<file path="config.mk">
export PLATFORM = sky130hd
export DESIGN_NAME = fu_dispatch
export DESIGN_NICKNAME = d
export VERILOG_FILES = /design/src/rtl/fu_pkg.sv /design/src/rtl/fu_payload_fifo.sv /design/src/rtl/fu_dispatch.sv
export SDC_FILE = /design/constraint.sdc
export NUM_CORES = 1
export LEC_CHECK = 0
export BUFFER_PORTS_ARGS = -buffer_cell sky130_fd_sc_hd__buf_4
export CAP_MARGIN = 5
export CORE_MARGIN = 2
export CORE_UTILIZATION = 59
export DETAILED_ROUTE_END_ITERATION = 10
export MAX_ROUTING_LAYER = met4
export PLACE_DENSITY = 0.8
export SLEW_MARGIN = 0
export SYNTH_ARGS = -nofsm -noshare
export SYNTH_HDL_FRONTEND = slang
export SYNTH_HIERARCHICAL = 1
export SYNTH_SLANG_ARGS = --single-unit
</file>
<file path="constraint.sdc">
create_clock -name clk -period 3 [get_ports clk]
set_input_delay 0.3 -clock clk [delete_from_list [all_inputs] [get_ports clk]]
set_output_delay 0.3 -clock clk [all_outputs]
set_load 0.01 [all_outputs]
</file>
<file path="src/rtl/fu_pkg.sv">
// Shared FU interface definitions: payload field widths, the packed payload
// record carried from the reservation station to any functional unit, and
// its reset/default value. FU wrappers and fu_dispatch import this package
// so there is one definition of the payload layout.
package fu_pkg;

   localparam int unsigned FU_INST_ID_BITS = 6;
   localparam int unsigned FU_PRN_BITS     = 6;
   localparam int unsigned FU_MAX_OPERANDS = 3;
   localparam int unsigned FU_INST_BITS    = 32;
   localparam int unsigned FU_PC_BITS      = 64;
   localparam int unsigned FU_OP_BITS      = 64;

   typedef struct packed {
      logic [FU_INST_ID_BITS-1:0]                    inst_id;
      logic [FU_INST_BITS-1:0]                       inst;
      logic [FU_PC_BITS-1:0]                         pc;
      logic [FU_MAX_OPERANDS-1:0][FU_OP_BITS-1:0]    op;
      logic [FU_MAX_OPERANDS-1:0][FU_PRN_BITS-1:0]   out_prn;
   } fu_payload_t;

   localparam fu_payload_t FU_PAYLOAD_DEFAULT = '0;

endpackage

</file>
<file path="src/rtl/fu_payload_fifo.sv">
// In-order synchronous FIFO of fu_payload_t entries.
// Ports:
//   clk, rst     clock, asynchronous active-low reset
//   flush        synchronous clear (head=tail, count=0)
//   push, wdata  write wdata at tail (ignored when full)
//   pop          advance head (ignored when empty)
//   rdata        current head entry (stale/default when empty)
//   full, empty  occupancy flags derived from the registered count
module fu_payload_fifo
   import fu_pkg::*;
#(
   parameter int unsigned DEPTH = 4
) (
   input  logic        clk,
   input  logic        rst,
   input  logic        flush,
   input  logic        push,
   input  fu_payload_t wdata,
   input  logic        pop,
   output fu_payload_t rdata,
   output logic        full,
   output logic        empty
);

   localparam int unsigned PTR_BITS = (DEPTH > 1) ? $clog2(DEPTH) : 1;
   localparam int unsigned CNT_BITS = $clog2(DEPTH + 1);

   fu_payload_t         mem [DEPTH];
   logic [PTR_BITS-1:0] head;
   logic [PTR_BITS-1:0] tail;
   logic [CNT_BITS-1:0] count;
   logic                push_en;
   logic                pop_en;

   // Count is one bit wider than the pointers so full and empty differ.
   assign full    = (count == CNT_BITS'(DEPTH));
   assign empty   = (count == '0);
   assign push_en = push && !full;
   assign pop_en  = pop && !empty;
   assign rdata   = mem[head];

   // Pointers and occupancy; DEPTH is a power of two so pointers wrap naturally.
   always_ff @(posedge clk or negedge rst) begin
      if (!rst) begin
         head  <= '0;
         tail  <= '0;
         count <= '0;
      end else if (flush) begin
         head  <= '0;
         tail  <= '0;
         count <= '0;
      end else begin
         if (push_en) tail <= tail + PTR_BITS'(1);
         if (pop_en)  head <= head + PTR_BITS'(1);
         if (push_en && !pop_en)      count <= count + CNT_BITS'(1);
         else if (pop_en && !push_en) count <= count - CNT_BITS'(1);
      end
   end

   // Storage; cleared on reset so the head payload reads as zero afterwards.
   always_ff @(posedge clk or negedge rst) begin
      if (!rst) begin
         for (int unsigned i = 0; i < DEPTH; i++) mem[PTR_BITS'(i)] <= FU_PAYLOAD_DEFAULT;
      end else if (push_en && !flush) begin
         mem[tail] <= wdata;
      end
   end

endmodule

</file>
<file path="src/rtl/fu_dispatch.sv">
// Issue-side initiator for one functional unit. Buffers ready instructions
// from the reservation station, presents the oldest to the FU, and throttles
// issue once MAX_INFLIGHT instructions are outstanding.
// INST_ID_BITS/PRN_BITS/MAX_OPERANDS must match the fu_pkg payload widths.
// Ports:
//   clk, rst            clock, asynchronous active-low reset
//   flush               synchronous flush: drops queue and outstanding count
//   rs_valid/rs_ready   RS handshake; rs_* payload written on acceptance
//   inst_valid          issue strobe (head pops on every cycle it is high)
//   inst_id..out_prn    head entry payload
//   fu_ready            FU can take an instruction this cycle
//   fu_out_valid        FU completion pulse
//   inflight            issued-but-uncompleted count
//   empty               queue holds no entries
//   err_underflow       sticky: completion seen with nothing outstanding
module fu_dispatch
   import fu_pkg::*;
#(
   parameter int unsigned INST_ID_BITS = FU_INST_ID_BITS,
   parameter int unsigned PRN_BITS     = FU_PRN_BITS,
   parameter int unsigned MAX_OPERANDS = FU_MAX_OPERANDS,
   parameter int unsigned DEPTH        = 4,
   parameter int unsigned MAX_INFLIGHT = 4
) (
   input  logic                                  clk,
   input  logic                                  rst,
   input  logic                                  flush,
   input  logic                                  rs_valid,
   output logic                                  rs_ready,
   input  logic [INST_ID_BITS-1:0]               rs_inst_id,
   input  logic [31:0]                           rs_inst,
   input  logic [63:0]                           rs_pc,
   input  logic [63:0]                           rs_op      [MAX_OPERANDS],
   input  logic [PRN_BITS-1:0]                   rs_out_prn [MAX_OPERANDS],
   output logic                                  inst_valid,
   output logic [INST_ID_BITS-1:0]               inst_id,
   output logic [31:0]                           inst,
   output logic [63:0]                           pc,
   output logic [63:0]                           op         [MAX_OPERANDS],
   output logic [PRN_BITS-1:0]                   out_prn    [MAX_OPERANDS],
   input  logic                                  fu_ready,
   input  logic                                  fu_out_valid,
   output logic [$clog2(MAX_INFLIGHT+1)-1:0]     inflight,
   output logic                                  empty,
   output logic                                  err_underflow
);

   localparam int unsigned IF_BITS = $clog2(MAX_INFLIGHT + 1);

   fu_payload_t wdata;
   fu_payload_t rdata;
   logic        fifo_full;
   logic        fifo_empty;

   // Pack RS payload into the FIFO record and unpack the head for the FU.
   assign wdata.inst_id = rs_inst_id;
   assign wdata.inst    = rs_inst;
   assign wdata.pc      = rs_pc;
   assign inst_id       = rdata.inst_id;
   assign inst          = rdata.inst;
   assign pc            = rdata.pc;

   for (genvar k = 0; k < MAX_OPERANDS; k++) begin : g_slot
      assign wdata.op[k]      = rs_op[k];
      assign wdata.out_prn[k] = rs_out_prn[k];
      assign op[k]            = rdata.op[k];
      assign out_prn[k]       = rdata.out_prn[k];
   end

   // Handshakes: no pop-to-push pass-through, so full alone blocks the RS.
   assign rs_ready   = !fifo_full && !flush;
   assign inst_valid = !fifo_empty && fu_ready && !flush &&
                       (inflight < IF_BITS'(MAX_INFLIGHT));
   assign empty      = fifo_empty;

   fu_payload_fifo #(
      .DEPTH (DEPTH)
   ) u_fifo (
      .clk   (clk),
      .rst   (rst),
      .flush (flush),
      .push  (rs_valid && rs_ready),
      .wdata (wdata),
      .pop   (inst_valid),
      .rdata (rdata),
      .full  (fifo_full),
      .empty (fifo_empty)
   );

   // Outstanding count; completions on a flush cycle are dropped, and a
   // completion with nothing outstanding leaves the count at zero.
   always_ff @(posedge clk or negedge rst) begin
      if (!rst) begin
         inflight      <= '0;
         err_underflow <= 1'b0;
      end else if (flush) begin
         inflight <= '0;
      end else begin
         if (inst_valid && !fu_out_valid) begin
            inflight <= inflight + IF_BITS'(1);
         end else if (fu_out_valid && !inst_valid && (inflight != '0)) begin
            inflight <= inflight - IF_BITS'(1);
         end
         if (fu_out_valid && (inflight == '0)) err_underflow <= 1'b1;
      end
   end

endmodule
</file>
## Word-level counts from Yosys, hierarchy flattened

Index checks and enable logic that the tools add are counted.

| word-level totals | value |
|---|---|
| memories kept | 0 |
| bits in read-only memories | 0 |
| bits in latches | 0 |
| input port bits | 318 |
| bits in writable memories | 0 |
| word-level logic and storage cells | 101 |
| register bits after elaboration | 1259 |
| output and inout bits | 319 |

| operators by class | value |
|---|---|
| muxes and demuxes | 16 |
| div/mod/pow operators | 0 |
| equal/unequal tests | 1 |
| multiply operators | 0 |
| reductions and logical operators | 30 |
| order comparisons | 4 |
| bitwise logic cells | 3 |
| shift operators | 0 |
| add/sub/neg operators | 6 |

Operator list:

| cell | count |
|---|---|
| 1248-bit bitwise mux | 1 |
| 312-bit 2-to-1 mux | 3 |
| 312-bit binary-select mux with 2-bit select | 1 |
| 312-bit demux with 2-bit select | 1 |
| 3-bit 2-to-1 mux | 6 |
| 1-bit logical AND | 15 |
| 3-bit nonzero test | 3 |
| 2-bit 2-to-1 mux | 4 |
| 1-bit zero test | 7 |
| 3-bit by 1-bit adder with 3-bit output, second input constant | 2 |
| 3-bit >= comparator, second input constant | 2 |
| 3-bit zero test | 2 |
| 2-bit NOT with 3-bit output | 2 |
| 3-bit by 1-bit subtractor with 3-bit output, second input constant | 2 |
| 2-bit by 1-bit adder with 2-bit output, second input constant | 2 |
| 2-bit nonzero test | 2 |
| 3-bit == test, second input constant | 1 |
| 3-bit by 1-bit less-than comparator with 1-bit output, second input constant | 1 |
| 3-bit less-than comparator, second input constant | 1 |
| 2-bit AND reduction | 1 |
| 1-bit NOT | 1 |

## Longest topological paths before layout

Gate-level depths: netlist of run 1.

| depth | value |
|---|---|
| word-level depth | 11 |
| gate-level depth with buffers | 13 |
| depth with buffers taken out | 9 |

## Cells and area by module

Netlist of run 1, hierarchy kept.

By module, submodules not included:

| module | area an instance (µm²) | cells an instance | instances | seq. area each (µm²) |
|---|---|---|---|---|
| fu_payload_fifo | 55281.8 | 3080 | 1 | 31405.1 |
| fu_dispatch | 324.1 | 35 | 1 | 100.1 |

## Worst setup path before layout of run 1

Ideal clock, no wire load.

| path | value |
|---|---|
| kind | register to register |
| start point | register u_fifo.count[0] |
| end point | register u_fifo.count[2] |
| clock period less this slack | 2.751 ns |
| slack | 0.249 ns |
| buffers on the path | 3 |
| arrival time | 2.685 ns |
| data required time | 2.934 ns |
| setup time | 0.066 ns |
| cell stages (with the launch flop) | 12 |
| path through | dfrtp_1 buf_2 nor3_1 nor4b_2 buf_6 clkbuf_1 o21ai_0 and3_1 fa_1 a21bo_2 a311oi_1 o311a_1 |

| on the way | value |
|---|---|
| word-level cells in the longest chain between the ends | 10 |
| elaborated cells between the ends (all ways) | 21 |
| classes of those cells | 2 x add/sub; 1 x eq/ne; 3 x mux; 15 x reduce/logical |

Ends and longest elaborated chain:

| what | RTL line | source |
|---|---|---|
| start, declared | fu_payload_fifo.sv:31 | `logic [CNT_BITS-1:0] count;` |
| start signal, assigned | fu_payload_fifo.sv:55 | `if (push_en && !pop_en) count <= count + CNT_BITS'(1);` |
| start signal, assigned | fu_payload_fifo.sv:56 | `else if (pop_en && !push_en) count <= count - CNT_BITS'(1);` |
| 3-bit zero test * | fu_payload_fifo.sv:37 | `assign empty = (count == '0);` |
| net empty | fu_dispatch.sv:44 | `output logic empty,` |
| 1-bit zero test * | fu_dispatch.sv:72 | `assign inst_valid = !fifo_empty && fu_ready && !flush &&` |
| 1-bit logical AND * (3 in series) | fu_dispatch.sv:72 |  |
| net inst_valid | fu_dispatch.sv:35 | `output logic inst_valid,` |
| 1-bit logical AND * | fu_payload_fifo.sv:39 | `assign pop_en = pop && !empty;` |
| 1-bit zero test | fu_payload_fifo.sv:55 |  |
| 1-bit logical AND | fu_payload_fifo.sv:55 |  |
| 3-bit 2-to-1 mux | fu_payload_fifo.sv:55 |  |
| 3-bit 2-to-1 mux | fu_payload_fifo.sv:48 | `end else if (flush) begin` |

Mark *: on every way through the listed nets, which the timed path passes. The rest lies on a longest branch. The select of a mux whose other input is x is not followed.
A chain may end at the register's enable or synchronous reset.

==> impl_metrics.ini, run 1 <==
[final_layout]
syn2layout_area_growth_pct = 26.2
final_nets = 4449
fin_util = 0.752
final_layout_size_suffix_gt1_frac = 0.604

[detailed_routing]
wire_per_inst_um = 25.2
vias_per_cell = 5.92
wl_um = 139000
drc = 0
firstDrtPassIters = 6
route.vias.total = 32590
drtIter0Drc = 2188
antenna_left = 0

[floorplanning]
core_sq_um = 93300
start_util = 0.596
ios = 637
die-area_sq_um = 96700
chipWidth_um = 311
die_h_um = 311
row_count = 112

[sta]
hold_viol = 0
slew_violations = 0
setup_tns_ns = 0
hold_slack_ns = 0.114
min_period_ns = 2.98
max_clock_freq_mhz = 335
rsz0062_at_grt = true
fin_worst_skew_ns = 0.0169
tightest_slew_ns = 0.828
slew_headroom = 0.448
setup_viol = 0
fin_crit_sh = 0.994

[power_and_ir_drop]
ir_drop_mv = 0.698
finalPower_uw = 52400
p_per_area_nw_per_um2 = 747
p_leak_uw = 0.0328

[setup_path]
worst_r2r_endpoint = u_fifo/mem[516]
cp-startpoint = u_fifo/head[0]
reg2reg_depth = 9
crit_chain = buf_12 > buf_4 > mux4_2 > buf_4
critPathSlowestCell = mux4_2
required_ns = 2.70
crit_type = reg2out
worst_ep_arrival_time_ns = 2.68
regToRegSetupSlack_ns = 0.19
slowest_delay_ns = 0.58
r2r-start = u_fifo/count[2]
crit_top_cell = buf_4
end_kind = output port
start_kind = flop
critical_path_peak_fanout = 29

[logic_synthesis]
syn_area_sq_um = 55600
async_reset_ff_frac = 1.00
synth_area_per_cell_sq_um = 17.9
ys_ff_latch = 1259
synth_nets = 3439
synth_cell_types = 45
synth_top_flop_cell = dfrtp_1
synth_edf_count = 0
synthCells = 3115
synth_warnings = 6
yosysSeqAreaShare = 0.567

[global_routing]
antenna_found_initial = 29
grt_pass1_wl_um = 219000
gr-total-overflow = 0
grt_pass1_vias = 36295
grtUsageTotal = 0.300
grt_max_degree = 106

[cts]
htreeDepth = 4
post_cts_buffers = 0
cts_tree = built
clock_sinks = 1259
cts_root_buf = clkbuf_16
clk_latency_ns = 0.75
numCtsBuffers = 132
clock_path_buffers = 3
path_clk_slew_ns = 0.06

[place]
gp_congestion = 0.814
hpwl_um = 85700
portBuffers = 636

[run_status]
outcome = completed

[run]
maxCapViolCount = 0

[hold_path]
worst_hold_path.endpoint = u_fifo/tail[1]
hp-start = rs_valid
hold_class = in2reg
hold_depth = 4
how the worst max path moves through the flow:
stage	end	slack (ns)	cells past startpoint
after detailed placement	u_fifo/mem[517]	0.29	9
after global routing	op[98]	-0.09	4
final	op[67]	0.02	4
after floorplan	u_fifo/count[2]	0.25	11
after CTS	op[67]	-0.07	4
after global placement	u_fifo/mem[520]	0.32	9
worst max-delay path: cells and delay by family, from the launching register on:
kind / cells / cell delay [ns]
flops: 1 / 0.56
mux: 1 / 0.58
buf+inv: 3 / 0.75
synth_stat cells, types with 3 or more instances:
cell type / count / area [sq um]
a21oi_1: 4 / 20.0
buf_1: 10 / 37.5
buf_2: 108 / 541
buf_4: 29 / 218
buf_6: 12 / 135
buf_8: 20 / 300
clkbuf_1: 35 / 131
dfrtp_1: 1259 / 31500
ha_1: 4 / 50.1
inv_1: 11 / 41.3
mux2_2: 970 / 10900
mux2_4: 280 / 4200
mux4_2: 312 / 7030
nand3_1: 5 / 25.0
nand3b_1: 4 / 30.0
nor2_1: 9 / 33.8
nor3_1: 4 / 20.0
o21ai_0: 3 / 15.0
cells by family after synthesis:
family | synth area share
compound gates | 0.00277
xor+xnor | 0.000315
fa+ha+maj | 0.00162
buf+inv | 0.0260
flops | 0.567
mux | 0.399
simple gates | 0.00398
area by class of cell:
type                            instances  area (sq um)
Clock buffer                          196          3960
Clock inverter                         35           454
Sequential cell                      1259         31500
Multi-Input combinational cell       1629         22700
Tap cell                             1254          1570
Timing Repair Buffer                 1092          9850
Inverter                               11          41.3
Fill cell                            5192         23200
Antenna cell                           31          77.6
layout by cell type, fill, tap and decap left out, types with 3 or more instances in the layout:
cell type      Yosys  layout
a21oi_1            4       4
buf_12             2      68
buf_4             29     706
bufinv_16          0       8
clkbuf_1          35      30
clkbuf_16          0     139
clkbuf_8           0      27
clkinv_2           0      15
clkinvlp_4         0       3
dfrtp_1         1259    1257
diode_2            0      31
dlygate4sd3_1      0     316
ha_1               4       4
inv_1             11      11
inv_6              0       5
mux2_2           970     970
mux2_4           280     280
mux4_2           312     312
nand3_4            0       3
nand3b_1           4       4
nor2_1             9       9
nor3_1             4       3
o21ai_0            3       3
state kept, by name (all words and copies together) (netlist names):
name / cells
err_underflow: 1
inflight: 3
u_fifo/count: 3
u_fifo/head: 2
u_fifo/mem: 1248
u_fifo/tail: 2
metal layers:
layer	vias up	global-route usage	part of all wire
met1	17594	0.380	0.40
met4	0	0.108	0.033
met2	954	0.481	0.51
li1	13789	-	-
met5	-	-	0
met3	253	0.0646	0.056
report_power, final:
group	internal [uW]	total, uW	switching (uW)
Clock	9850	16700	6800
Combinational	7820	13100	5250
Sequential	20700	22700	2030
Total	38400	52400	14100
per-stage QoR:
step | instance area, sq um | worst slack (ns) | cells
after floorplan | 55600 | 0.249 | 3115
after global placement | 62500 | 0.316 | 4929
after detailed placement | 62500 | 0.287 | 4929
after CTS | 70100 | -0.0700 | 5476
after global routing | 70200 | -0.0889 | 5505
final | 70200 | 0.0187 | 5507
what timing repair did:
action,CTS,global route
gates cloned,0,0
setup endpoints to repair,78,87
hold endpoints to repair,1330,0
hold buffers,316,0
gates resized for setup,1,2
Note: power is estimated with default switching activity, not from simulation.
==> run 2: changes to the inputs <==
- CORE_UTILIZATION: 59 -> 63
- PLACE_DENSITY: 0.8 -> 0.85
- clock period: 3 -> 3.7 ns (I/O delays scaled with it)
==> impl_metrics.ini, run 2 (synthesis results as in run 1) <==
[run_status]
outcome = completed

[setup_path]
worst_ep_arrival_time_ns = 3.00
critical_path_peak_fanout = 30
required_ns = 3.33
r2r-start = u_fifo/count[1]
end_kind = output port
start_kind = flop
crit_type = reg2out
cp-startpoint = u_fifo/head[0]

[detailed_routing]
route.vias.total = 33027
firstDrtPassIters = 7
drtIter0Drc = 2478
antenna_left = 0
vias_per_cell = 6.16
wl_um = 147000
drc = 0
wire_per_inst_um = 27.4

[cts]
cts_root_buf = clkbuf_16
clock_sinks = 1259
htreeDepth = 4
numCtsBuffers = 131
cts_tree = built
path_clk_slew_ns = 0.06
clk_latency_ns = 0.74
clock_path_buffers = 3
post_cts_buffers = 0

[global_routing]
grtUsageTotal = 0.339
grt_pass1_wl_um = 227000
grt_pass1_vias = 37160
grt_max_degree = 112
gr-total-overflow = 0
antenna_found_initial = 28

[sta]
setup_slack_ns = 0.335
fin_crit_sh = 0.910
hold_viol = 0
fin_worst_skew_ns = 0.0268
max_clock_freq_mhz = 297
setup_viol = 0
tightest_slew_ns = 0.751
slew_headroom = 0.499
rsz0062_at_grt = false
setup_tns_ns = 0
min_period_ns = 3.37
slew_violations = 0

[power_and_ir_drop]
p_leak_uw = 0.0324
ir_drop_mv = 0.628
p_per_area_nw_per_um2 = 611

[final_layout]
layout_common_cells = dfrtp_1 (1257), mux2_2 (970), buf_4 (691)
final_layout_size_suffix_gt1_frac = 0.598
final_common_cell = dfrtp_1
largest_register = u_fifo/mem
largest_reg_flops = 1248
fin_util = 0.795
syn2layout_area_growth_pct = 24.7
final_nets = 4413
reg.largest.list = u_fifo/mem (1248), inflight (3), u_fifo/count (3)

[floorplanning]
ios = 637
start_util = 0.638
chipWidth_um = 301
die_h_um = 301
row_count = 108
die-area_sq_um = 90700
core_sq_um = 87200

[place]
preCtsSetupSlack_ns = 0.832
portBuffers = 636
hpwl_um = 84100
gp_congestion = 0.834

[run]
maxCapViolCount = 0

[hold_path]
hp-start = rs_valid
hold_class = in2reg
run 2: changes by cell type in the layout (fill, tap and decap cells not counted), moves of 3 or more:
cell       change
buf_12        -17
buf_4         -15
clkbuf_1       +7
clkbuf_8       -6
clkbuf_16      -3
run 2: path summary, 6_finish.rpt:
check | endpoint | slack (ns) | cells past startpoint
worst max register to register | u_fifo/mem[1045] | 0.76 | 9
worst max-delay path | op[147] | 0.33 | 3
min in group asynchronous | u_fifo/mem[673] | 0.27 | 2
worst min register to register | err_underflow | 0.46 | 1
max in group asynchronous | u_fifo/mem[1179] | 2.29 | 3
worst min-delay path | u_fifo/tail[1] | 0.18 | 4
run 2: final cells by class:
cell class / count / area, sq um
multi-input combinational: 1629 / 22700
tap: 1155 / 1450
clock buffer: 194 / 3830
clock inverter: 30 / 364
fill: 4199 / 17800
inverter: 11 / 41.3
antenna: 30 / 75.1
timing repair buffer: 1057 / 9360
sequential: 1259 / 31500
run 2: per-stage QoR:
step	hold slack [ns]	cell area, sq um	instances	power (uW)
after global routing	0.177	69300	5364	43900
after CTS	0.122	69300	5335	42000
after global placement	0.414	61900	4796	28100
final	0.179	69300	5365	42300
after detailed placement	0.423	61900	4796	28600
after floorplan	0.0744	55600	3115	23800
run 2: critical path, cell delays in order (launching register included):
cell     delay (ns)
dfrtp_4        0.78
buf_4          0.64
mux4_2         0.65
buf_4          0.18
run 2: routing by layer:
metal	routed length (um)	track usage	up-vias
li1	-	-	13694
met1	55100	0.415	17677
met2	75600	0.547	1274
met3	8770	0.0676	382
met4	7360	0.163	0
met5	0	-	-
run 2: what timing repair did:
action	in CTS	in global routing
endpoints found under the hold margin	1334	0
hold buffers	315	0
resized for setup	0	0
run 2: power breakdown:
group	switching, uW	internal (uW)	leakage, uW
sequential	1790	16800	0.0166
combinational	4440	6300	0.0137
clock	5390	7640	0.00205
total	11600	30700	0.0324
